<file path="config.mk">
export PLATFORM = sky130hd
export DESIGN_NAME = alu_issue_flat
export DESIGN_NICKNAME = d
export VERILOG_FILES = /design/src/rtl/alu_issue_if.sv /design/src/rtl/alu_issue.sv /design/src/flat_wrapper.sv
export SDC_FILE = /design/constraint.sdc
export NUM_CORES = 1
export LEC_CHECK = 0
export BUFFER_PORTS_ARGS = -buffer_cell sky130_fd_sc_hd__buf_2
export CAP_MARGIN = 20
export CORE_AREA = 5 5 147 149
export DETAILED_ROUTE_END_ITERATION = 7
export DIE_AREA = 0 0 152 154
export GPL_TIMING_DRIVEN = 0
export HOLD_SLACK_MARGIN = 0.02
export SYNTH_ARGS = -nofsm -noshare
export SYNTH_HDL_FRONTEND = slang
export SYNTH_SLANG_ARGS = --single-unit
</file>
<file path="constraint.sdc">
create_clock -name clk -period 7.2 [get_ports clk]
set_clock_uncertainty 0.1 [all_clocks]
set_input_delay 1.44 -clock clk [delete_from_list [all_inputs] [get_ports clk]]
set_output_delay 1.44 -clock clk [all_outputs]
set_load 0.01 [all_outputs]
</file>
<file path="src/rtl/alu_issue_if.sv">
// alu_issue_if: bundles the handshake and payload signals of the
// decode-and-issue stage.
//   master : upstream/ALU-side driver (drives instruction, operands, valid,
//            flush and Out_ready_in; observes everything the stage produces)
//   slave  : the alu_issue stage itself
// Parameter CNT_WIDTH sizes Illegal_count_out and must match the stage.
interface alu_issue_if #(
  parameter int CNT_WIDTH = 16
);
  logic                 Flush_in;
  logic [31:0]          Instr_in;
  logic [31:0]          Rs_data_in;
  logic [31:0]          Rt_data_in;
  logic                 In_valid_in;
  logic                 In_ready_out;
  logic [5:0]           Func_out;
  logic [31:0]          A_out;
  logic [31:0]          B_out;
  logic [4:0]           Dest_out;
  logic                 WriteEn_out;
  logic                 MemRead_out;
  logic                 MemWrite_out;
  logic                 Illegal_out;
  logic                 Out_valid_out;
  logic                 Out_ready_in;
  logic [CNT_WIDTH-1:0] Illegal_count_out;

  modport master (
    output Flush_in, Instr_in, Rs_data_in, Rt_data_in, In_valid_in, Out_ready_in,
    input  In_ready_out, Func_out, A_out, B_out, Dest_out, WriteEn_out,
           MemRead_out, MemWrite_out, Illegal_out, Out_valid_out, Illegal_count_out
  );

  modport slave (
    input  Flush_in, Instr_in, Rs_data_in, Rt_data_in, In_valid_in, Out_ready_in,
    output In_ready_out, Func_out, A_out, B_out, Dest_out, WriteEn_out,
           MemRead_out, MemWrite_out, Illegal_out, Out_valid_out, Illegal_count_out
  );
endinterface

</file>
<file path="src/rtl/alu_issue.sv">
// alu_issue: decodes a MIPS instruction plus rs/rt read data into the ALU
// function code, operands and writeback/memory control, and holds the result
// in a two-entry (main + skid) valid/ready buffer.
// Ports:
//   clk   - rising-edge clock
//   reset - asynchronous active-high reset
//   bus   - alu_issue_if.slave: Flush_in, Instr_in, Rs/Rt_data_in,
//           In_valid_in/In_ready_out, decoded outputs, Out_valid_out/
//           Out_ready_in, Illegal_count_out
// Configuration macro: ALU_ISSUE_ILLEGAL_CNT_EN enables the saturating
// illegal-instruction counter; without it Illegal_count_out is tied to 0.
module alu_issue #(
  parameter int CNT_WIDTH = 16
) (
  input logic        clk,
  input logic        reset,
  alu_issue_if.slave bus
);

  typedef struct packed {
    logic [5:0]  func;
    logic [31:0] a;
    logic [31:0] b;
    logic [4:0]  dest;
    logic        we;
    logic        mem_rd;
    logic        mem_wr;
    logic        ill;
  } entry_t;

  localparam entry_t RESET_ENTRY = entry_t'({6'b100001, 73'd0});

  typedef enum logic [1:0] {ST_EMPTY, ST_ONE, ST_TWO} state_t;

  state_t state_reg, state_next;
  entry_t main_reg, skid_reg;
  entry_t dec;
  logic   in_ready, out_valid, accept, consume;
  logic   load_main_in, load_main_skid, load_skid;

  // ---------------- decode ----------------
  logic [5:0]  op, funct;
  logic [4:0]  rt_f, rd_f, shamt;
  logic [15:0] imm;

  assign op    = bus.Instr_in[31:26];
  assign rt_f  = bus.Instr_in[20:16];
  assign rd_f  = bus.Instr_in[15:11];
  assign shamt = bus.Instr_in[10:6];
  assign funct = bus.Instr_in[5:0];
  assign imm   = bus.Instr_in[15:0];

  always_comb begin
    // Illegal encoding is the default; every recognised form overrides it.
    dec      = '0;
    dec.func = 6'b100001;
    dec.ill  = 1'b1;
    case (op)
      6'h00: begin
        case (funct)
          6'h20, 6'h21, 6'h22, 6'h23, 6'h24, 6'h25, 6'h26, 6'h27, 6'h2A, 6'h2B: begin
            dec = '{func: funct, a: bus.Rs_data_in, b: bus.Rt_data_in, dest: rd_f,
                    we: 1'b1, mem_rd: 1'b0, mem_wr: 1'b0, ill: 1'b0};
          end
          6'h00, 6'h02, 6'h03: begin
            dec = '{func: funct, a: {27'd0, shamt}, b: bus.Rt_data_in, dest: rd_f,
                    we: 1'b1, mem_rd: 1'b0, mem_wr: 1'b0, ill: 1'b0};
          end
          6'h08: begin
            dec = '{func: 6'b111011, a: bus.Rs_data_in, b: 32'd0, dest: 5'd0,
                    we: 1'b0, mem_rd: 1'b0, mem_wr: 1'b0, ill: 1'b0};
          end
          6'h09: begin
            dec = '{func: 6'b111011, a: bus.Rs_data_in, b: 32'd0, dest: rd_f,
                    we: 1'b1, mem_rd: 1'b0, mem_wr: 1'b0, ill: 1'b0};
          end
          default: ;
        endcase
      end
      6'h01: begin
        // REGIMM: only BLTZ (rt=0) and BGEZ (rt=1) are supported.
        if (rt_f == 5'd0 || rt_f == 5'd1) begin
          dec = '{func: {5'b11100, rt_f[0]}, a: bus.Rs_data_in, b: 32'd0, dest: 5'd0,
                  we: 1'b0, mem_rd: 1'b0, mem_wr: 1'b0, ill: 1'b0};
        end
      end
      6'h02, 6'h03: begin
        dec = '{func: 6'b111010, a: {6'd0, bus.Instr_in[25:0]}, b: 32'd0,
                dest: op[0] ? 5'd31 : 5'd0, we: op[0], mem_rd: 1'b0, mem_wr: 1'b0, ill: 1'b0};
      end
      6'h04, 6'h05, 6'h06, 6'h07: begin
        dec = '{func: {4'b1111, op[1:0]}, a: bus.Rs_data_in, b: bus.Rt_data_in, dest: 5'd0,
                we: 1'b0, mem_rd: 1'b0, mem_wr: 1'b0, ill: 1'b0};
      end
      6'h08, 6'h09, 6'h0A, 6'h0B: begin
        // ADDI/ADDIU map to add/addu, SLTI/SLTIU to slt/sltu.
        dec = '{func: {2'b10, op[1], 1'b0, op[1], op[0]}, a: bus.Rs_data_in,
                b: {{16{imm[15]}}, imm}, dest: rt_f, we: 1'b1, mem_rd: 1'b0, mem_wr: 1'b0, ill: 1'b0};
      end
      6'h0C, 6'h0D, 6'h0E: begin
        dec = '{func: {4'b1001, op[1:0]}, a: bus.Rs_data_in, b: {16'd0, imm}, dest: rt_f,
                we: 1'b1, mem_rd: 1'b0, mem_wr: 1'b0, ill: 1'b0};
      end
      6'h0F: begin
        // LUI is issued as a left shift of the zero-extended immediate by 16.
        dec = '{func: 6'b000000, a: 32'd16, b: {16'd0, imm}, dest: rt_f,
                we: 1'b1, mem_rd: 1'b0, mem_wr: 1'b0, ill: 1'b0};
      end
      6'h23: begin
        dec = '{func: 6'b100001, a: bus.Rs_data_in, b: {{16{imm[15]}}, imm}, dest: rt_f,
                we: 1'b1, mem_rd: 1'b1, mem_wr: 1'b0, ill: 1'b0};
      end
      6'h2B: begin
        dec = '{func: 6'b100001, a: bus.Rs_data_in, b: {{16{imm[15]}}, imm}, dest: 5'd0,
                we: 1'b0, mem_rd: 1'b0, mem_wr: 1'b1, ill: 1'b0};
      end
      default: ;
    endcase
    // $0 is hardwired; never report a write to it.
    if (dec.dest == 5'd0) dec.we = 1'b0;
  end

  // ---------------- occupancy FSM ----------------
  assign in_ready  = (state_reg != ST_TWO);
  assign out_valid = (state_reg != ST_EMPTY);
  assign accept    = bus.In_valid_in & in_ready & ~bus.Flush_in;
  assign consume   = out_valid & bus.Out_ready_in;

  always_ff @(posedge clk or posedge reset) begin
    if (reset) state_reg <= ST_EMPTY;
    else       state_reg <= state_next;
  end

  always_comb begin
    state_next = state_reg;
    if (bus.Flush_in) begin
      state_next = ST_EMPTY;
    end else begin
      case (state_reg)
        ST_EMPTY: if (accept) state_next = ST_ONE;
        ST_ONE: begin
          if (accept && !consume)      state_next = ST_TWO;
          else if (!accept && consume) state_next = ST_EMPTY;
        end
        ST_TWO:   if (consume) state_next = ST_ONE;
        default:  state_next = ST_EMPTY;
      endcase
    end
  end

  always_comb begin
    load_main_in   = 1'b0;
    load_main_skid = 1'b0;
    load_skid      = 1'b0;
    case (state_reg)
      ST_EMPTY: load_main_in = accept;
      ST_ONE: begin
        load_main_in = accept & consume;
        load_skid    = accept & ~consume;
      end
      ST_TWO:   load_main_skid = consume & ~bus.Flush_in;
      default: ;
    endcase
  end

  // ---------------- payload registers ----------------
  always_ff @(posedge clk or posedge reset) begin
    if (reset) begin
      main_reg <= RESET_ENTRY;
      skid_reg <= RESET_ENTRY;
    end else begin
      if (load_main_in)        main_reg <= dec;
      else if (load_main_skid) main_reg <= skid_reg;
      if (load_skid)           skid_reg <= dec;
    end
  end

  assign bus.In_ready_out  = in_ready;
  assign bus.Out_valid_out = out_valid;
  assign bus.Func_out      = main_reg.func;
  assign bus.A_out         = main_reg.a;
  assign bus.B_out         = main_reg.b;
  assign bus.Dest_out      = main_reg.dest;
  assign bus.WriteEn_out   = main_reg.we;
  assign bus.MemRead_out   = main_reg.mem_rd;
  assign bus.MemWrite_out  = main_reg.mem_wr;
  assign bus.Illegal_out   = main_reg.ill;

  // ---------------- illegal-instruction counter ----------------
`ifdef ALU_ISSUE_ILLEGAL_CNT_EN
  logic [CNT_WIDTH-1:0] cnt_reg;

  always_ff @(posedge clk or posedge reset) begin
    if (reset) begin
      cnt_reg <= {CNT_WIDTH{1'b0}};
    end else if (accept && dec.ill && cnt_reg != {CNT_WIDTH{1'b1}}) begin
      cnt_reg <= cnt_reg + 1'b1;
    end
  end

  assign bus.Illegal_count_out = cnt_reg;
`else
  assign bus.Illegal_count_out = {CNT_WIDTH{1'b0}};
`endif

endmodule

</file>
<file path="src/flat_wrapper.sv">
// flat-port wrapper written by rule: the top's interface ports become plain ports
module alu_issue_flat 
#(
  parameter int CNT_WIDTH = 16
)
  (clk, reset, bus_Flush_in, bus_Instr_in, bus_Rs_data_in, bus_Rt_data_in, bus_In_valid_in, bus_Out_ready_in, bus_In_ready_out, bus_Func_out, bus_A_out, bus_B_out, bus_Dest_out, bus_WriteEn_out, bus_MemRead_out, bus_MemWrite_out, bus_Illegal_out, bus_Out_valid_out, bus_Illegal_count_out);
  alu_issue_if #(.CNT_WIDTH(CNT_WIDTH)) bus_i ();
  input logic clk;
  input logic reset;
  input wire logic [$bits(bus_i.Flush_in)-1:0] bus_Flush_in;
  input wire logic [$bits(bus_i.Instr_in)-1:0] bus_Instr_in;
  input wire logic [$bits(bus_i.Rs_data_in)-1:0] bus_Rs_data_in;
  input wire logic [$bits(bus_i.Rt_data_in)-1:0] bus_Rt_data_in;
  input wire logic [$bits(bus_i.In_valid_in)-1:0] bus_In_valid_in;
  input wire logic [$bits(bus_i.Out_ready_in)-1:0] bus_Out_ready_in;
  output wire logic [$bits(bus_i.In_ready_out)-1:0] bus_In_ready_out;
  output wire logic [$bits(bus_i.Func_out)-1:0] bus_Func_out;
  output wire logic [$bits(bus_i.A_out)-1:0] bus_A_out;
  output wire logic [$bits(bus_i.B_out)-1:0] bus_B_out;
  output wire logic [$bits(bus_i.Dest_out)-1:0] bus_Dest_out;
  output wire logic [$bits(bus_i.WriteEn_out)-1:0] bus_WriteEn_out;
  output wire logic [$bits(bus_i.MemRead_out)-1:0] bus_MemRead_out;
  output wire logic [$bits(bus_i.MemWrite_out)-1:0] bus_MemWrite_out;
  output wire logic [$bits(bus_i.Illegal_out)-1:0] bus_Illegal_out;
  output wire logic [$bits(bus_i.Out_valid_out)-1:0] bus_Out_valid_out;
  output wire logic [$bits(bus_i.Illegal_count_out)-1:0] bus_Illegal_count_out;
  assign bus_i.Flush_in = bus_Flush_in;
  assign bus_i.Instr_in = bus_Instr_in;
  assign bus_i.Rs_data_in = bus_Rs_data_in;
  assign bus_i.Rt_data_in = bus_Rt_data_in;
  assign bus_i.In_valid_in = bus_In_valid_in;
  assign bus_i.Out_ready_in = bus_Out_ready_in;
  assign bus_In_ready_out = bus_i.In_ready_out;
  assign bus_Func_out = bus_i.Func_out;
  assign bus_A_out = bus_i.A_out;
  assign bus_B_out = bus_i.B_out;
  assign bus_Dest_out = bus_i.Dest_out;
  assign bus_WriteEn_out = bus_i.WriteEn_out;
  assign bus_MemRead_out = bus_i.MemRead_out;
  assign bus_MemWrite_out = bus_i.MemWrite_out;
  assign bus_Illegal_out = bus_i.Illegal_out;
  assign bus_Out_valid_out = bus_i.Out_valid_out;
  assign bus_Illegal_count_out = bus_i.Illegal_count_out;
  alu_issue #(.CNT_WIDTH(CNT_WIDTH)) u_core (.clk(clk), .reset(reset), .bus(bus_i));
endmodule
</file>
Word level (Yosys, flattened, before mapping)
Cells that the tools add are included.

Equality and inequality tests: 38. Muxes and demuxes: 16. Bitwise operators: 8. Reduce and logical (&&, ||, !) cells: 19.

Operator list (count): $pmux 79 s9 (1); $pmux 79 s4 (1); $mux 79 (2); $mux 78 (1); $eq 6x6->1 const B (12); $eq 6x4->1 const B (10); $eq 6x2->1 const B (4); $eq 6x3->1 const B (4); $logic_not 6->1 (2); $logic_not 5->1 (2); $mux 2 (5); $reduce_or 10->1 (1); $reduce_or 4->1 (2); $and 1x1->1 (6); $eq 6x1->1 const B (1); $ne 3x2->1 const B (2); $pmux 2 s3 (1); $reduce_or 3->1 (2); $eq 5x1->1 const B (1); $mux 5 (1); $ne 4x2->1 const B (1); $reduce_bool 2->1 (2); $mux 1 (3); $reduce_and 3->1 (1); 10 further kinds (13).

Register bits: 160. Bits of input ports: 101. Output and inout bits: 97. Word-level logic and storage cells: 98.

Depth between registers and ports, before layout
Gate-level depths: netlist of run 1.

Depth after elaboration: 9. Mapped depth: 11. Gate-level depth less buffers: 9.

Worst setup path before layout of run 1
Ideal clock, no wire load.

Path type: in2reg. From: input bus_Flush_in. To: register u_core.skid_reg[40] in the netlist's numbering. Library setup time: 0.126 ns. Arrival: 3.121 ns. Data required time: 6.974 ns. Path slack: 3.853 ns. Cell stages on the path: 8. Path buffers: 3. Cell sequence: nor3b_1 > ha_1 > nand2_1 > or2_2 > clkbuf_1 > clkbuf_1 > clkbuf_1 > a221o_1.

Longest elaborated chain between the ends: 4.

Ends and longest elaborated chain: from (decl) (RTL line flat_wrapper.sv:10) `input wire logic [$bits(bus_i.Flush_in)-1:0] bus_Flush_in;`; $not 1->1 (RTL line alu_issue.sv:126) `assign accept = bus.In_valid_in & in_ready & ~bus.Flush_in;`; $and 1x1->1 (RTL line alu_issue.sv:126); $and 1x1->1 (RTL line alu_issue.sv:159) `load_skid = accept & ~consume;`; $mux 1 (RTL line alu_issue.sv:155) `case (state_reg)`; to (signal assigned) (RTL line alu_issue.sv:170) `skid_reg <= RESET_ENTRY;`; to (signal assigned) (RTL line alu_issue.sv:174) `if (load_skid) skid_reg <= dec;`; to (decl) (RTL line alu_issue.sv:36) `entry_t main_reg, skid_reg;`.

No other way between the ends. A chain may end at the register's enable or synchronous reset.

Final worst setup path of run 1
From: input bus_Flush_in. To: register u_core.skid_reg[12] in the netlist's numbering.

The elaborated chain is that of the path after synthesis.

==> metrics, run 1 <==
grt ovf 0; worst r2r src u_core.state_reg[1]; via count about 7300; DPL Wire Length between 15000 and 20000 um; CTS Hold Bufs 0; worst endpoint data arrival time between 3000 and 4000 ps; RSZ-0062 raised after global routing no; row cnt 52; hold_sp u_core.skid_reg[78]; Pwr Density between 200 and 250 nW/um2; Rel. slew slack 50.7%; met1 Track Usage GR between 30% and 40%; crit-path max cell delay between 400 and 500 ps; CP Buf/Inv Count 4; Port Buffer Count between 150 and 200; initial DRC count around 760; async set or reset register ratio after synthesis 100%; largest net degree at the start of global routing 90; top-area cell type share of the netlist area 49.4%; post-layout min period 3640 ps; clock tree buffer depth 2; WP data required roughly 7400 ps; Max Slew Vio Count 0; number of synthesis warnings 0; Via density between 5 and 6; dominant cell type by area after synthesis dfrtp_1; Synth Flop Type dfrtp_1; met2 Track Usage GR 33.8%; count of final hold-check violations 0; initial antenna violation count 5; IO Pins around 200; RePlAce Congestion approximately 0.94; area of the core between 20000 and 25000 um2; final std cells w/o fill approximately 1300; total CTS buffers 17; CP cell instances buf_2, nor3b_1, ha_1, nand2_1, or2_2, clkbuf_1, clkbuf_1, clkbuf_1, a221o_1; WL/cell about 21 um; Hold Path Class register to register; reg2reg end u_core.skid_reg[12]; final worst setup slack 3560 ps; setup slack at placement around 3100 ps; max-cap viol count 0; share of layout cells above drive strength 1 between 20 and 30%; Chip Height roughly 150 um; vias in the first global route between 7000 and 8000; Crit Path Class primary input to register; die width 152 um; Most common cell on crit path clkbuf_1; hold endpoint u_core.skid_reg[78]; overall routed net length roughly 27000 um; register area share after synthesis a little over 50%; P_leak a little over 5 nW; fin nets about 1100; number of synthesized flops with an enable pin 0; Max Freq around 0.27 GHz; slowest CP cell a221o_1; max reg flops 79; DRT Pass-1 Iters 6; area grow syn2layout 24.5%; Mapped Area slightly below 8000 um2; crit end category register; Initial Utilization approximately 39%; Seq cells post-synth 160; Cells after DPL 1245; Worst R2R Setup Slack 4020 ps; Residual DRC 0; biggest fanout along the worst timing path 10; worst skew pair latency between 400 and 500 ps; largest cells by area after synthesis dfrtp_1, a221o_1, nand2_1; CTS Sinks 160; post-CTS setup buffer count 0; Peak VDD IR roughly 0.16 mV; Min-Delay Path Depth 2; WHS between 300 and 400 ps; TritonCTS clock tree done; run status finished, final reports clean; CTS H-tree depth 4; Overall Global Routing Usage between 20% and 30%; Final ANT Viol Nets 0; worst slew pin tran 740 ps; family with the most delay on the worst path buffers and inverters; Fillers just under 2000; met3 Track Usage GR 6.27%; crit path launch type primary input; cells on worst reg2reg path 9; Worst-path clk slew ~70 ps; Mean Syn Cell Area slightly above 10 um2; crit share post-route just over 50%; first-pass GRT wire length 42400 um; Distinct cells, synth 65; post-cts sizing count 0; GR peak layer met2; Root Driver clkbuf_16; post-synthesis instance total 780; final setup violating endpoints 0; full die area 23400 um2
tightest hold or removal path: stages, from the launching register on:
cell and delay, ps:
dfstp_2 370, nand2_1 40, o21ai_0 60
per-stage QoR:
| step | TNS (ps) | total power, mW | instance area (um2) | util, % |
|---|---|---|---|---|
| 5_1_grt | 0 | 2.44 | 9840 | 49.1 |
| 2_1_floorplan | 0 | 1.27 | 7960 | - |
| 3_5_place_dp | 0 | 1.43 | 9230 | 46.1 |
| 4_1_cts | 0 | 2.35 | 9830 | 49.1 |
| 3_3_place_gp | -113450 | 1.42 | 9200 | 45.9 |
| 6_report | 0 | 2.34 | 9840 | 49.1 |
placed cells by master, fill, tap and decap left out, types with 16 or more instances in the layout:
master,count
buf_2,205
buf_4,19
a222oi_1,32
nor2_1,21
o21ai_0,41
and3_1,58
a221o_1,63
clkbuf_1,36
nand2_1,119
inv_1,24
a21oi_1,37
dfrtp_1,156
a221oi_1,17
conb_1,16
clkbuf_16,17
o21ai_1,22
routing by layer:
layer	wire length (um)	share of wire, %	vias up
met3	2030	7.5	34
li1	-	-	3358
met4	620	2.3	2
met1	12500	46	3599
met5	7	0.026	-
met2	12100	44	334
synthesized netlist by cell type, types with 2 or more instances:
master / number
a21oi_1: 37
a221o_1: 63
a221oi_1: 17
a222oi_1: 32
a22oi_1: 8
a31oi_1: 2
a32o_1: 10
and2_1: 2
and3_1: 58
buf_2: 26
buf_4: 19
buf_6: 2
clkbuf_1: 36
dfrtp_1: 156
dfstp_2: 4
ha_1: 2
inv_1: 25
nand2_1: 119
nand2b_1: 4
nand3_1: 3
nor2_1: 21
nor2_2: 2
nor2b_1: 7
nor3_1: 4
nor3_2: 3
nor3b_1: 3
nor4_1: 3
o211ai_1: 2
o211ai_2: 2
o21a_1: 4
o21ai_0: 41
o21ai_1: 22
o31a_1: 3
o31ai_1: 3
or2_2: 2
or3b_1: 2
or3b_2: 2
xor2_1: 2
area by class of cell:
type	count	area [um2]	share of cell area, %
flip-flops and latches	160	4010	40.7
multi-input cells	526	3430	34.8
repair buffers	180	923	9.38
clock buffers	20	467	4.74
plain buffers	84	434	4.41
well taps	270	338	3.43
clock inverters	12	134	1.36
inverters	25	101	1.03
diodes	5	12.5	0.127
power by group:
part / switching, mW / leakage (nW) / internal (mW) / total, mW
combinational: 0.203 / 2.61 / 0.151 / 0.354
sequential: 0.0565 / 2.16 / 1.00 / 1.06
clock: 0.389 / 0.292 / 0.540 / 0.929
kinds of logic (layout without fill, tap and decap cells):
logic type | Yosys count | in the layout | synth area share, %
XOR/XNOR | 2 | 2 | 0.222
AND/OR/NAND/NOR | 245 | 245 | 15.7
multiplexers | 1 | 1 | 0.127
AO/OA/AOI/OAI | 260 | 260 | 26.2
flip-flops | 160 | 160 | 50.7
adder cells (fa/ha/maj) | 2 | 2 | 0.316
other | 1 | 21 | 0.0474
buffers and inverters | 109 | 321 | 6.68
worst max path at each step:
| stage | endpoint | depth (start not counted) | startpoint | slack [ps] |
|---|---|---|---|---|
| 2_1_floorplan | u_core.bus.A_out[0] | 1 | reset | 1350 |
| 3_3_place_gp | u_core.bus.B_out[3] | 2 | reset | -740 |
| 3_5_place_dp | u_core.skid_reg[12] | 9 | bus_Flush_in | 3150 |
| 4_1_cts | u_core.skid_reg[12] | 9 | bus_Flush_in | 3600 |
| 5_1_grt | u_core.skid_reg[12] | 9 | bus_Flush_in | 3380 |
| 6_report | u_core.skid_reg[12] | 9 | bus_Flush_in | 3560 |
(Power assumes the default switching activity.)
==> run 2, diff against run 1 <==
- clock period: 7.2 -> 3 ns (I/O delays scaled with it)
==> run 2 against run 1 <==
Final area about the same. Total power increased by 130%. Sequential power increased by 140%. Routed wire length increased by 0.28%. Register-to-register slack got worse by 3800 ps.
==> metrics, run 2 (synthesis results as in run 1) <==
run status finished, final reports clean; full die area about 23000 um2; setup slack at placement -236 ps; crit share post-route between 90 and 100%; RePlAce Congestion 0.940; count of final hold-check violations 0; clock tree buffer depth 2; CTS Hold Bufs 0; WL/cell 21.3 um; initial DRC count about 800; first-pass GRT wire length 43300 um; met2 wire len ~12000 um; crit-path max cell delay between 400 and 500 ps; Residual DRC 0; Crit Path Class register to register; area grow syn2layout 24.4%; Chip Height approximately 150 um; M1 WL around 12000 um; max-cap viol count 0; Rel. slew slack 53.9%; CP cell instances and2b_1, nor3b_1, ha_1, nand2_1, or2_2, clkbuf_4, clkbuf_2, a221o_1; Final ANT Viol Nets 0; worst skew pair latency about 430 ps; vias in the first global route roughly 7500; worst slew pin tran 692 ps; Fillers approximately 2000; row cnt 52; area of the core about 20000 um2; DPL Wire Length 20100 um; Port Buffer Count roughly 180; fin nets ~1100; Via density 5.71; final worst setup slack about 220 ps; setup_tns 0 ps; biggest fanout along the worst timing path 10; crit path launch type register; Logic pwr share between 15 and 20%; switch share slightly below 30%; via count ~7300; Pwr Density ~550 nW/um2; Overall Global Routing Usage around a quarter; Peak VDD IR around 0.35 mV; routed wl met3 around 1900 um; overall routed net length about 27000 um; top sig layer met5; Worst-path clk slew 70 ps; Root Driver clkbuf_16; max reg flops around 80; largest net degree at the start of global routing 41; post-layout min period around 2800 ps; Power Total 5.44 mW; CTS Sinks 160; grt ovf 0; most common cell after layout, fill and taps aside buf_2; die width between 150 and 200 um; commonest non-fill, non-tap cells in the layout buf_2, dfrtp_1, nand2_1, a221o_1, and3_1; CTS H-tree depth 4; post-CTS setup buffer count 0; share of layout cells above drive strength 1 ~29%; clock power share 37.5%; P_int around 3.9 mW; final setup violating endpoints 0; TritonCTS clock tree done; Max Slew Vio Count 0; total CTS buffers 17; Hold Path Class primary input to asynchronous set/reset pin; net switching power figure about 1.6 mW; IO Pins between 150 and 200; P_leak 5.07 nW; WP data required between 3000 and 4000 ps; slowest CP cell dfrtp_1; RSZ-0062 raised after global routing no; Initial Utilization between 30% and 40%; DRT Pass-1 Iters 5; Max Freq roughly 0.36 GHz; initial antenna violation count 3; worst endpoint data arrival time roughly 3000 ps; Sequential Power Share 46.7%; crit end category register
## run 2: changes by cell type in the layout (fill, tap and decap cells not counted), moves of 2 or more
cell	delta
clkinvlp_4	+3
clkbuf_8	-2
buf_12	+4
clkbuf_2	+6
diode_2	-4
inv_6	+2
clkbuf_1	-7
bufinv_16	-2
## run 2: worst max-delay path, delay by kind of cell, from the launching register on
kind / cells / cell delay [ps]
and+or+nand+nor: 4 / 980
AOI/OAI and AO/OA: 1 / 410
DFF: 1 / 440
buffers and inverters: 2 / 520
adders and majority gates: 1 / 210
## run 2: through the flow
stage	area, um2	hold slack [ps]	instances	util (%)
2_1_floorplan	7970	350	795	-
3_3_place_gp	9200	364	1244	45.9
3_5_place_dp	9280	371	1248	46.3
4_1_cts	9830	109	1280	49.1
5_1_grt	9840	146	1280	49.1
6_report	9840	115	1280	49.1
## run 2: timing repair
action	in CTS	in global routing
resized for setup	5	6
hold endpoints to repair	0	0
setup endpoints to repair	36	76
## run 2: routing by layer
layer / global-route usage (%) / vias up
li1: - / 3362
met1: 33.2 / 3579
met2: 35.1 / 324
met3: 4.89 / 42
met4: 8.69 / 2
met5: 0 / -
## run 2: worst paths after layout
check	from	to	depth (start not counted)	slack, ps
max in group asynchronous	reset	u_core.bus.B_out[10]	4	1840
min in group clk	bus_Rt_data_in[3]	u_core.bus.B_out[3]	3	270
setup / recovery	u_core.state_reg[0]	u_core.skid_reg[66]	8	220
hold reg to reg	u_core.skid_reg[78]	u_core.skid_reg[78]	2	380
setup reg to reg	u_core.state_reg[0]	u_core.skid_reg[66]	8	220
hold / removal	reset	u_core.bus.A_out[23]	2	110
## run 2: area by class of cell
| cell class | instances | area [um2] | area share [%] |
|---|---|---|---|
| Timing Repair Buffer | 183 | 976 | 9.92 |
| Antenna cell | 1 | 2.50 | 0.0254 |
| Buffer | 83 | 442 | 4.49 |
| Clock buffer | 19 | 443 | 4.50 |
| Sequential cell | 160 | 4010 | 40.8 |
| Tap cell | 270 | 338 | 3.43 |
| Clock inverter | 13 | 104 | 1.06 |
| Inverter | 25 | 97.6 | 0.992 |
| Multi-Input combinational cell | 526 | 3430 | 34.8 |
## run 2: power groups by stage
stage / registers [mW] / clock network, mW / logic, mW
global placement: 2.57 / 0 / 0.839
floorplan: 2.59 / 0 / 0.447
CTS: 2.53 / 2.07 / 0.867
finish: 2.54 / 2.04 / 0.861
global route: 2.56 / 2.17 / 0.959
detailed placement: 2.57 / 0 / 0.864
==> run 3, diff against run 2 <==
- clock period: 3 -> 2.5 ns (I/O delays scaled with it)
==> run 3 against run 2 <==
Largest cell class unchanged. Flip-flop and latch count unchanged. Cell count increased by 0.78%. Worst hold slack got worse by 48 ps. Non-clock buffer count increased by 9. Sequential power increased by 20%. Global-route usage decreased by 0.26 points. Clock-buffer cell count decreased by 1. Critical path type unchanged. Final area increased by 2.9%. Total power increased by 25%. Highest routed layer unchanged.
==> metrics, run 3 (synthesis results as in run 1) <==
Rel. slew slack between 50% and 60%; max reg flops about 80; clock power share approximately 40%; Initial Utilization between 30% and 40%; crit share post-route between 90% and 100%; setup_tns 0 ps; routed wl met3 2120 um; Residual DRC 0; Final Core Density ~51%; commonest non-fill, non-tap cells in the layout buf_2, dfrtp_1, nand2_1, a221o_1, and3_1; worst r2r src u_core.state_reg[0]; CTS H-tree depth 4; slowest CP cell dfrtp_2; P_leak approximately 5.2 nW; WP data required between 2000 and 3000 ps; DPL Wire Length ~20000 um; final worst setup slack between 70 and 80 ps; IO Pins just under 200; met2 wire len between 10000 and 15000 um; row cnt between 50 and 60; top sig layer met5; Most common cell on crit path nand2_1; worst endpoint data arrival time about 2700 ps; CP cell instances and2b_2, nor3b_4, ha_2, nand2_1, a21o_4, buf_8, a211oi_4, buf_6, buf_6, nand2_1, nand2_1; Worst R2R Setup Slack about 75 ps; share of layout cells above drive strength 1 between 30% and 40%; DRT Pass-1 Iters 7; area grow syn2layout 28.0%; clock tree buffer depth 2; Overall Global Routing Usage 23.1%; biggest fanout along the worst timing path 10; Final ANT Viol Nets 0; switch share 28.3%; fin nets roughly 1100; reg2reg end u_core.bus.B_out[20]; Max Freq about 0.41 GHz; initial antenna violation count 5; crit-path max cell delay roughly 400 ps; overall routed net length approximately 28000 um; Logic pwr share between 15 and 20%; count of final hold-check violations 0; run status finished, final reports clean; total CTS buffers 17; WL/cell 21.5 um; Peak VDD IR ~0.47 mV; crit end category register; crit path capture u_core.bus.B_out[20]; CTS Hold Bufs 0; Chip Height between 150 and 200 um; post-route cell area around 10000 um2; Worst-path clk slew about 70 ps; crit path from u_core.state_reg[0]; sequential cell area between 4000 and 5000 um2; cells on worst reg2reg path 11; RSZ-0062 raised after global routing yes; max-cap viol count 0; first-pass GRT wire length approximately 43000 um; Max Slew Vio Count 0; grt ovf 0; most common cell after layout, fill and taps aside buf_2; Fillers roughly 1900; largest net degree at the start of global routing 42; Pwr Density between 600 and 700 nW/um2; Port Buffer Count ~180; Crit Path Class register to register; RePlAce Congestion 0.924; area of the core 20000 um2; Power Total about 6.8 mW; M1 WL 12400 um; full die area roughly 23000 um2; via count around 7400; initial DRC count around 740; crit path launch type register; final setup violating endpoints 0; Via density 5.74; area occupied by multi-input gates ~3500 um2; vias in the first global route between 7000 and 8000; Post-DP Area about 9300 um2; worst skew pair latency ~430 ps; Root Driver clkbuf_16; die width roughly 150 um; P_int just under 5 mW; post-layout min period 2420 ps; Hold Path Class primary input to asynchronous set/reset pin; worst slew pin tran just over 700 ps; CTS Sinks 160; Sequential Power Share 44.9%; setup slack at placement -538 ps; net switching power figure between 1.5 and 2 mW; TritonCTS clock tree done
-- run 3: cell types whose count changed in the layout (fill, tap and decap cells not counted), moves of 2 or more --
cell,before,now
nor2_2,2,4
bufinv_16,0,2
clkbuf_1,29,21
buf_2,205,196
buf_6,2,14
dfrtp_1,156,154
buf_8,0,2
nor2_1,21,18
dfrtp_2,0,2
buf_4,19,30
-- run 3: repair_timing --
item,in CTS,in global routing
endpoints found under the hold margin,0,0
setup buffers,1,7
gates cloned,0,1
setup endpoints to repair,145,153
gates resized for setup,22,57
pin swaps,0,9
-- run 3: worst max-delay path: cells and delay by family (launching register included) --
kind / cells / cell delay, ps
AO/OA/AOI/OAI: 2 / 500
adder cells (fa/ha/maj): 1 / 190
buffers and inverters: 3 / 490
flip-flops: 1 / 400
AND/OR/NAND/NOR: 5 / 700
-- run 3: power groups by stage --
stage	Clock, mW	Sequential (mW)	Combinational [mW]
after floorplan	0	3.11	0.537
after global placement	0	3.08	1.01
after detailed placement	0	3.09	1.04
after CTS	2.71	3.04	1.05
after global routing	2.81	3.08	1.17
final	2.67	3.05	1.06
-- run 3: worst min-delay path by stage --
stage	startpoint	endpoint	slack, ps
finish	reset	u_core.bus.A_out[24]	70
global route	reset	u_core.bus.A_out[24]	120
CTS	reset	u_core.bus.A_out[24]	80
detailed placement	u_core.skid_reg[1]	u_core.skid_reg[1]	370
global placement	u_core.skid_reg[2]	u_core.skid_reg[2]	360
floorplan	u_core.skid_reg[41]	u_core.skid_reg[41]	350
-- run 3: metal layers --
| layer | global-route usage, % | vias to the layer above |
|---|---|---|
| met5 | 0 | - |
| met4 | 8.56 | 6 |
| met3 | 5.03 | 47 |
| met2 | 34.2 | 360 |
| met1 | 33.2 | 3603 |
| li1 | - | 3389 |
-- run 3: final cells by class --
| cell class | count | area share, % |
|---|---|---|
| Multi-Input combinational cell | 526 | 34.4 |
| Inverter | 25 | 0.964 |
| Antenna cell | 2 | 0.0494 |
| Clock inverter | 14 | 1.55 |
| Timing Repair Buffer | 192 | 10.3 |
| Clock buffer | 18 | 4.34 |
| Buffer | 83 | 5.40 |
| Tap cell | 270 | 3.34 |
| Sequential cell | 160 | 39.6 |
-- run 3: per-stage QoR --
step                      std cells  hold slack (ps)
after global placement         1244              364
after global routing           1290              119
after detailed placement       1248              372
final                          1290             66.8
after floorplan                 795              350
after CTS                      1280             81.6
